### config.mk
export PLATFORM = sky130hd
export DESIGN_NAME = muldiv_unit_flat
export DESIGN_NICKNAME = d
export VERILOG_FILES = /design/src/rtl/muldiv_unit_if.sv /design/src/rtl/muldiv_unit.sv /design/src/flat_wrapper.sv
export SDC_FILE = /design/constraint.sdc
export NUM_CORES = 1
export LEC_CHECK = 0
export ABC_CLOCK_PERIOD_IN_PS = 12370
export BUFFER_PORTS_ARGS = -buffer_cell sky130_fd_sc_hd__clkbuf_2
export CAP_MARGIN = 40
export CORE_ASPECT_RATIO = 0.7
export CORE_UTILIZATION = 45
export CTS_BUF_LIST = sky130_fd_sc_hd__clkbuf_4
export CTS_CLUSTER_SIZE = 30
export DETAILED_ROUTE_END_ITERATION = 7
export MAX_ROUTING_LAYER = met4
export PLACE_DENSITY_LB_ADDON = 0.3
export SETUP_SLACK_MARGIN = 0.3
export SLEW_MARGIN = 5
export SYNTH_ARGS = -nofsm -noshare
export SYNTH_HDL_FRONTEND = slang
export SYNTH_SLANG_ARGS = --single-unit
export TNS_END_PERCENT = 5
### constraint.sdc
create_clock -name clk -period 12.37 [get_ports clk]
set_input_delay 1.237 -clock clk [delete_from_list [all_inputs] [get_ports clk]]
set_output_delay 1.237 -clock clk [all_outputs]
set_load 0.05 [all_outputs]
### src/rtl/muldiv_unit_if.sv
// Request/response bundle between the core and the iterative RV32M mul/div unit.
// start is taken only in IDLE; done is a one-cycle valid with no ready, and busy blocks new requests.
interface muldiv_unit_if #(
    parameter int XLEN       = 32,
    parameter int REG_ADDR_W = 5
);
    logic                  start;
    logic                  kill;
    logic [2:0]            funct3;
    logic [XLEN-1:0]       operand_a;
    logic [XLEN-1:0]       operand_b;
    logic [REG_ADDR_W-1:0] dest_reg;
    logic                  busy;
    logic                  done;
    logic [XLEN-1:0]       result;
    logic [REG_ADDR_W-1:0] write_reg;
    logic                  write_en;
    logic [XLEN-1:0]       write_data;

    modport master (
        output start, kill, funct3, operand_a, operand_b, dest_reg,
        input  busy, done, result, write_reg, write_en, write_data
    );

    modport slave (
        input  start, kill, funct3, operand_a, operand_b, dest_reg,
        output busy, done, result, write_reg, write_en, write_data
    );
endinterface

### src/rtl/muldiv_unit.sv
// Iterative RV32M multiply/divide unit: one bit per clock on sign-stripped magnitudes,
// sign fixed up on the last iteration, result written back to the register file on done.
module muldiv_unit #(
    parameter int XLEN       = 32,
    parameter int REG_ADDR_W = 5
) (
    input  logic             clk,
    input  logic             rst,
    muldiv_unit_if.slave     bus,
    output logic [1:0]       state_dbg
);
    localparam int CNT_W = $clog2(XLEN);

    typedef enum logic [1:0] {IDLE = 2'd0, CALC = 2'd1, DONE = 2'd2} state_t;
    state_t state, state_nx;

    logic [2:0]            op;
    logic [REG_ADDR_W-1:0] rd;
    logic [XLEN-1:0]       mag_b;
    logic                  neg;
    logic [CNT_W-1:0]      cnt;
    logic [2*XLEN-1:0]     acc, acc_nx;
    logic [XLEN-1:0]       res;

    logic                  is_div_in, a_signed, b_signed, neg_a, neg_b, neg_in;
    logic [XLEN-1:0]       abs_a, abs_b;
    logic                  div_zero, div_ovf, special, start_ok;
    logic [XLEN-1:0]       spec_res;

    logic [XLEN:0]         sum, rem_sh;
    logic [XLEN-1:0]       diff;
    logic                  borrow;
    logic [2*XLEN-1:0]     prod_fix;
    logic [XLEN-1:0]       div_sel, div_fix, fin_res;

    // Operand decode at the accepting edge
    always_comb begin
        is_div_in = bus.funct3[2];
        a_signed  = is_div_in ? ~bus.funct3[0] : (bus.funct3[1:0] == 2'b01 || bus.funct3[1:0] == 2'b10);
        b_signed  = is_div_in ? ~bus.funct3[0] : (bus.funct3[1:0] == 2'b01);
        neg_a     = a_signed & bus.operand_a[XLEN-1];
        neg_b     = b_signed & bus.operand_b[XLEN-1];
        abs_a     = neg_a ? ('0 - bus.operand_a) : bus.operand_a;
        abs_b     = neg_b ? ('0 - bus.operand_b) : bus.operand_b;
        // REM takes the dividend's sign; every other op the product/quotient sign
        neg_in    = (is_div_in && bus.funct3[1]) ? neg_a : (neg_a ^ neg_b);
        div_zero  = is_div_in && (bus.operand_b == '0);
        div_ovf   = is_div_in && !bus.funct3[0] && (bus.operand_a == {1'b1, {(XLEN-1){1'b0}}})
                    && (bus.operand_b == '1);
        special   = div_zero || div_ovf;
        if (div_zero) spec_res = bus.funct3[1] ? bus.operand_a : '1;
        else          spec_res = bus.funct3[1] ? '0 : bus.operand_a;
        start_ok  = (state == IDLE) && bus.start && !bus.kill;
    end

    // One iteration: acc holds {partial, multiplier} or {remainder, dividend/quotient}
    always_comb begin
        sum    = {1'b0, acc[2*XLEN-1:XLEN]} + {1'b0, (acc[0] ? mag_b : '0)};
        rem_sh = {acc[2*XLEN-1:XLEN], acc[XLEN-1]};
        borrow = rem_sh < {1'b0, mag_b};
        diff   = rem_sh[XLEN-1:0] - mag_b;
        if (!op[2])      acc_nx = {sum, acc[XLEN-1:1]};
        else if (!borrow) acc_nx = {diff, acc[XLEN-2:0], 1'b1};
        else             acc_nx = {rem_sh[XLEN-1:0], acc[XLEN-2:0], 1'b0};
        prod_fix = neg ? ('0 - acc_nx) : acc_nx;
        div_sel  = op[1] ? acc_nx[2*XLEN-1:XLEN] : acc_nx[XLEN-1:0];
        div_fix  = neg ? ('0 - div_sel) : div_sel;
        if (op[2])               fin_res = div_fix;
        else if (op[1:0] == 2'b00) fin_res = prod_fix[XLEN-1:0];
        else                     fin_res = prod_fix[2*XLEN-1:XLEN];
    end

    always_ff @(posedge clk or posedge rst) begin
        if (rst) state <= IDLE;
        else     state <= state_nx;
    end

    always_comb begin
        state_nx = state;
        case (state)
            IDLE: if (start_ok) state_nx = special ? DONE : CALC;
            CALC: begin
                if (bus.kill)                          state_nx = IDLE;
                else if (cnt == CNT_W'(XLEN - 1))      state_nx = DONE;
            end
            DONE:    state_nx = IDLE;
            default: state_nx = IDLE;
        endcase
    end

    always_ff @(posedge clk or posedge rst) begin
        if (rst) begin
            op    <= '0;
            rd    <= '0;
            mag_b <= '0;
            neg   <= 1'b0;
            cnt   <= '0;
            acc   <= '0;
            res   <= '0;
        end else if (start_ok) begin
            op    <= bus.funct3;
            rd    <= bus.dest_reg;
            mag_b <= abs_b;
            neg   <= neg_in;
            cnt   <= '0;
            acc   <= {{XLEN{1'b0}}, abs_a};
            if (special) res <= spec_res;
        end else if (state == CALC && !bus.kill) begin
            acc <= acc_nx;
            cnt <= cnt + 1'b1;
            if (cnt == CNT_W'(XLEN - 1)) res <= fin_res;
        end
    end

    always_comb begin
        bus.busy       = (state != IDLE);
        bus.done       = (state == DONE);
        bus.write_en   = (state == DONE) && (rd != '0);
        bus.write_reg  = rd;
        bus.result     = res;
        bus.write_data = res;
        state_dbg      = state;
    end
endmodule

### src/flat_wrapper.sv
// flat-port wrapper written by rule: the top's interface ports become plain ports
module muldiv_unit_flat 
#(
    parameter int XLEN       = 32,
    parameter int REG_ADDR_W = 5
)
  (clk, rst, state_dbg, bus_start, bus_kill, bus_funct3, bus_operand_a, bus_operand_b, bus_dest_reg, bus_busy, bus_done, bus_result, bus_write_reg, bus_write_en, bus_write_data);
  muldiv_unit_if #(.XLEN(XLEN), .REG_ADDR_W(REG_ADDR_W)) bus_i ();
  input  logic clk;
  input  logic rst;
  output logic [1:0] state_dbg;
  input wire logic [$bits(bus_i.start)-1:0] bus_start;
  input wire logic [$bits(bus_i.kill)-1:0] bus_kill;
  input wire logic [$bits(bus_i.funct3)-1:0] bus_funct3;
  input wire logic [$bits(bus_i.operand_a)-1:0] bus_operand_a;
  input wire logic [$bits(bus_i.operand_b)-1:0] bus_operand_b;
  input wire logic [$bits(bus_i.dest_reg)-1:0] bus_dest_reg;
  output wire logic [$bits(bus_i.busy)-1:0] bus_busy;
  output wire logic [$bits(bus_i.done)-1:0] bus_done;
  output wire logic [$bits(bus_i.result)-1:0] bus_result;
  output wire logic [$bits(bus_i.write_reg)-1:0] bus_write_reg;
  output wire logic [$bits(bus_i.write_en)-1:0] bus_write_en;
  output wire logic [$bits(bus_i.write_data)-1:0] bus_write_data;
  assign bus_i.start = bus_start;
  assign bus_i.kill = bus_kill;
  assign bus_i.funct3 = bus_funct3;
  assign bus_i.operand_a = bus_operand_a;
  assign bus_i.operand_b = bus_operand_b;
  assign bus_i.dest_reg = bus_dest_reg;
  assign bus_busy = bus_i.busy;
  assign bus_done = bus_i.done;
  assign bus_result = bus_i.result;
  assign bus_write_reg = bus_i.write_reg;
  assign bus_write_en = bus_i.write_en;
  assign bus_write_data = bus_i.write_data;
  muldiv_unit #(.XLEN(XLEN), .REG_ADDR_W(REG_ADDR_W)) u_core (.clk(clk), .rst(rst), .bus(bus_i), .state_dbg(state_dbg));
endmodule
# Word level (Yosys, flattened, before mapping)
# Index checks and enable logic that the tools add are counted.
# Widths: inputs -> output; s select.
[word_totals] out_inout_bits=74 regBits=144
[classes] add_sub_neg=7 order_cmp=1 eq_ne=10 muxes=29 reduce_logical=22 bitwise=4
[ops] op="$mux 32" count=14
[ops] op="$mux 64" count=5
[ops] op="$sub 1x32->32 const A" count=3
[ops] op="$eq 32x32->1 const B" count=2
[ops] op="$sub 1x64->64 const A" count=1
[ops] op="$add 32x32->33" count=1
[ops] op="$lt 33x32->1" count=1
[ops] op="$logic_not 32->1" count=1
[ops] op="$sub 32x32->32" count=1
[ops] op="$mux 5" count=2
[ops] op="$logic_and 1x1->1" count=9
[ops] op="$mux 2" count=4
[ops] op="$reduce_bool 2->1" count=3
[ops] op="$add 5x1->5 const B" count=1
[ops] op="$eq 5x5->1 const B" count=1
[ops] op="$reduce_bool 5->1" count=1
[ops] op="$eq 2x1->1 const B" count=2
[ops] op="$eq 2x2->1 const B" count=2
[ops] op="$logic_not 2->1" count=2
[ops] op="$ne 2x1->1 const B" count=2
[ops] op="$pmux 2 s2" count=1
[ops] op="$mux 1" count=3
[ops] op="$ne 3x2->1 const B" count=1
[ops] op="$reduce_and 3->1" count=1
[ops] op="6 further kinds" count=9

# Longest topological paths before layout
[logic_depth] depth_word=10 mapped_depth=22 depth_no_buf=20

# Worst setup path before layout
# No wires, ideal clock.
[synth_timing] path_type="flip-flop to flip-flop" start="reg u_core.op[2]" end="reg u_core.res[16], in the netlist u_core.bus.result[16]" path_slack_ps=7386 path_stages_with_launch=23 t_arrival_ps=4919 period_less_slack_ps=4984 path_buffers=9 path_cell_list="dfrtp_1 buf_2 buf_1 buf_2 buf_1 buf_2 buf_1 clkbuf_1 buf_2 buf_1 o21ai_0 ha_1 o21ai_0 nor2_1 nand4_1 nor2_1 a211oi_1 nor3_1 nand4_1 o21ai_0 xnor2_1 a221oi_1 a211o_1"
[synth_via] elab_chain_cells=8
[synth_rtl] item="start: declaration" line="muldiv_unit.sv:17" rtl="logic [2:0] op;"
[synth_rtl] item="start signal: assignment" line="muldiv_unit.sv:101" rtl="op <= bus.funct3;"
[synth_rtl] item="$mux 64" line="muldiv_unit.sv:62" rtl="if (!op[2]) acc_nx = {sum, acc[XLEN-1:1]};"
[synth_rtl] item="$sub 1x64->64 or $mux 32 (tied branches)" line="muldiv_unit.sv:65, muldiv_unit.sv:66"
[synth_rtl] item="$mux 64 or $sub 1x32->32 (tied branches)" line="muldiv_unit.sv:65, muldiv_unit.sv:67"
[synth_rtl] item="$mux 32, on equally long branches" line="muldiv_unit.sv:69, muldiv_unit.sv:67"
[synth_rtl] item="$mux 32 (*)" line="muldiv_unit.sv:68" rtl="if (op[2]) fin_res = div_fix;"
[synth_rtl] item="$mux 32 (*)" line="muldiv_unit.sv:111" rtl="if (cnt == CNT_W'(XLEN - 1)) res <= fin_res;"
[synth_rtl] item="$mux 32 (*)" line="muldiv_unit.sv:108" rtl="end else if (state == CALC && !bus.kill) begin"
[synth_rtl] item="$mux 32 (*)" line="muldiv_unit.sv:100" rtl="end else if (start_ok) begin"
[synth_rtl] item="end signal: assignment" line="muldiv_unit.sv:107" rtl="if (special) res <= spec_res;"
[synth_rtl] item="end signal: assignment" line="muldiv_unit.sv:111"
[synth_rtl] item="end: declaration" line="muldiv_unit.sv:23" rtl="logic [XLEN-1:0] res;"
# Every way passes the cells marked *; elsewhere a longest branch is shown, timed or not. The select of a mux whose other input is x is not followed.
# A chain may end at the register's enable or synchronous reset.

# Final worst setup path
[layout_timing] start="reg u_core.acc[31]" end="reg u_core.res[24], in the netlist u_core.bus.result[24]"
[layout_via] elab_chain_cells=10
[layout_rtl] item="start: declaration" line="muldiv_unit.sv:22" rtl="logic [2*XLEN-1:0] acc, acc_nx;"
[layout_rtl] item="start signal: assignment" line="muldiv_unit.sv:106" rtl="acc <= {{XLEN{1'b0}}, abs_a};"
[layout_rtl] item="start signal: assignment" line="muldiv_unit.sv:109" rtl="acc <= acc_nx;"
[layout_rtl] item="$sub 32x32->32 or $lt 33x32->1 (tied branches)" line="muldiv_unit.sv:61, muldiv_unit.sv:60"
[layout_rtl] item="$mux 64" line="muldiv_unit.sv:63" rtl="else if (!borrow) acc_nx = {diff, acc[XLEN-2:0], 1'b1};"
[layout_rtl] item="$mux 64 (*)" line="muldiv_unit.sv:62"
[layout_rtl] item="$sub 1x64->64 or $mux 32 (tied branches)" line="muldiv_unit.sv:65, muldiv_unit.sv:66"
[layout_rtl] item="$mux 64 or $sub 1x32->32 (tied branches)" line="muldiv_unit.sv:65, muldiv_unit.sv:67"
[layout_rtl] item="$mux 32, on equally long branches" line="muldiv_unit.sv:69, muldiv_unit.sv:67"
[layout_rtl] item="$mux 32 (*)" line="muldiv_unit.sv:68"
[layout_rtl] item="$mux 32 (*)" line="muldiv_unit.sv:111"
[layout_rtl] item="$mux 32 (*)" line="muldiv_unit.sv:108"
[layout_rtl] item="$mux 32 (*)" line="muldiv_unit.sv:100"
# Marks and branches as above.

==> metrics <==
Hold WS ~0.52 ns; vias in the first global route 17600; Clock Path Buffers 2; met3 Track Usage GR slightly below 10%; CTS root buf clkbuf_4; Syn Inst Count roughly 2400; final hold vios 0; most used cell, CP ha_1; clock sink count between 100 and 150; Global Route Usage Sum between 30% and 40%; PostCTS Resize Cnt 0; CP Capture Type flip-flop; DR vias 19600; status finished clean; maxcap violations 0; met1 Use GR a little over half; first-pass GRT wire length 107 mm; area of the core about 38000 sq um; Reg clk slew, reported paths 0.16 ns; gr busiest metal met1; Final period util 51.7%; initial antenna violation count 4; Synth Flop Type dfrtp_1; gp weighted congestion approximately 1; GR Util met2 48.6%; skew final 0.0440 ns; # hold bufs at CTS 0; Post-DRT Antenna Nets 0; Vias/cell roughly 6.8; largest net degree at the start of global routing 87; I/O Buffers roughly 150; top fanout value on the critical path 22; RSZ-0062 raised after global routing false; nets around 2500; number of synthesized flops with an enable pin 0; initial core utilization between 40% and 50%; cell family with most CP delay simple AND/OR/NAND/NOR gates; share of layout cells above drive strength 1 approximately an eighth; Post-synth ARST share 100%; slew margin rel. between 30 and 40%; die height approximately 170 um; Final Instance Area roughly 19000 sq um; RR Startpoint u_core.acc[31]$_DFFE_PP0P_; post-synthesis area per instance between 7 and 8 sq um; Critical-path top delay cell or4_1; synthesis warning total 0; WL/cell 24.1 um; Cell Area, Synth around 17000 sq um; Yosys cell types 100; Die X approximately 240 um; Setup TNS 0 ns; Pre-antenna DRT Iters 6; area grow syn2layout 7.11%; clk_lat worst skew 0.68 ns; Synthesized Nets approximately 2500; Post-DP HPWL 53.0 mm; sequential fraction of the synthesis area 20.8%; Achievable Freq roughly 160 MHz; DIE AREA ~39000 sq um; Reg with most FFs u_core.acc; I/O pins 150; count of final max-slew check failures 0; shortest period the worst path allows ~6.4 ns; Yosys top cell area share a little over a fifth; worst ir drop on vdd around 0.12 mV; static leakage slightly below 8 nW; 1st-iter DRT viols around 2600; min-delay src u_core.mag_b[24]$_DFFE_PP0P_; row count 59; crit path from u_core.acc[31]$_DFFE_PP0P_; Final setup viols 0; WS Path Type reg -> reg; Cell Pwr Density 220 nW/um^2; H-tree levels 4; Yosys reg bits between 100 and 150; worst path required time 12.93 ns; max incr delay on CP around 0.75 ns; Placement Cell Area between 15000 and 20000 sq um; Residual DRC 0; Overflow after GRT 0; worst min-delay path class reg -> reg; buffers plus inverters on the worst setup path 2; synth top area cells dfrtp_1 21%, o21ai_0 6.3%, nand2_1 6.0%; CTS tree built; most frequent cells in the layout 278 x nand2_1, 217 x o21ai_0, 188 x a21oi_1, 160 x nor2_1, 149 x clkbuf_2; worst-margin pin slew between 0.9 and 1 ns; startpoint types flip-flop; Routed WL ~70 mm; post-CTS setup buffers 0; Data arrival, critical path approximately 7.0 ns; dominant cell type by area after synthesis dfrtp_1; Num CTS Buffers 17; CP Cell Sequence inv_1, ha_1, nand2b_1, a211o_1, a211oi_2, o211ai_2, buf_4, nand2_2, mux2i_1, o21ai_0, ha_1, a41oi_1, or4_1, or2_1, o41ai_2, or4b_1, o211a_1; most common cell after layout, fill and taps aside nand2_1; max FFs per register 64
-- path summary, 6_finish.rpt --
kind                            depth (start not counted)                           endpoint  slack (ns)
worst max register to register                         17  u_core.bus.result[24]$_DFFE_PP0P_        5.98
max in group asynchronous                               4  u_core.bus.result[22]$_DFFE_PP0P_       10.60
worst min-delay path                                    2       u_core.mag_b[24]$_DFFE_PP0P_        0.52
worst max-delay path                                   17  u_core.bus.result[24]$_DFFE_PP0P_        5.98
min in group asynchronous                               2    u_core.state_dbg[1]$_DFFE_PP0P_        0.66
worst min register to register                          2       u_core.mag_b[24]$_DFFE_PP0P_        0.52
-- stage by stage --
stage / setup WS (ns) / power (mW) / std cells / utilization (%)
after floorplan: 7.27 / 2.74 / 2366 / -
after global placement: 5.90 / 3.59 / 2861 / 48.4
after detailed placement: 6.28 / 3.62 / 2867 / 48.7
after CTS: 6.22 / 3.97 / 2899 / 49.4
after global routing: 5.73 / 4.32 / 2902 / 49.4
final: 5.98 / 4.08 / 2903 / 49.4
-- power breakdown --
group,internal (mW),total [mW],switching [mW]
Combinational,1.03,2.98,1.95
Clock,0.109,0.338,0.229
Sequential,0.574,0.756,0.182
Total,1.71,4.08,2.36
-- final cells by class --
type,instances,area [sq um]
flip-flops and latches,144,3610
multi-input cells,1944,12500
fillers,3808,19000
inverters,94,358
clock inverters,14,145
clock buffers,18,135
repair buffers,197,1150
well taps,488,611
diodes,4,10.0
-- kinds of logic after synthesis --
| logic type | synth area share (%) |
|---|---|
| AO/OA/AOI/OAI | 31.7 |
| XOR/XNOR | 7.49 |
| adder cells (fa/ha/maj) | 5.78 |
| buffers and inverters | 6.97 |
| flip-flops | 20.8 |
| multiplexers | 3.59 |
| AND/OR/NAND/NOR | 23.6 |
-- synthesized netlist by cell type (14+ instances only) --
cell,number
nor2_1,162
ha_1,72
dfrtp_1,144
clkbuf_1,116
or3_1,23
nand4_1,37
and2_1,45
o21ai_0,217
a221oi_1,14
o211ai_1,58
nor3b_1,16
and3_1,22
inv_1,92
a21oi_1,189
mux2i_1,46
a21o_1,23
a211oi_1,40
a31oi_1,39
buf_2,16
buf_4,34
xnor2_1,95
nor4_1,28
nand2_1,278
xor2_1,53
nand3_1,57
o41ai_1,16
buf_1,16
a22o_1,23
nor3_1,67
o31ai_1,40
a311oi_1,15
-- tightest hold or removal path: stages, from the launching register on --
cell and delay (ns):
dfrtp_1 0.39, nand2_1 0.05, o21ai_0 0.06
-- layer usage --
layer | routed length (um) | part of all wire (%)
met1 | 31300 | 45
met2 | 28300 | 40
met3 | 8970 | 13
met4 | 1420 | 2.0
met5 | 0 | 0
Power figures use the tool's default switching activity.
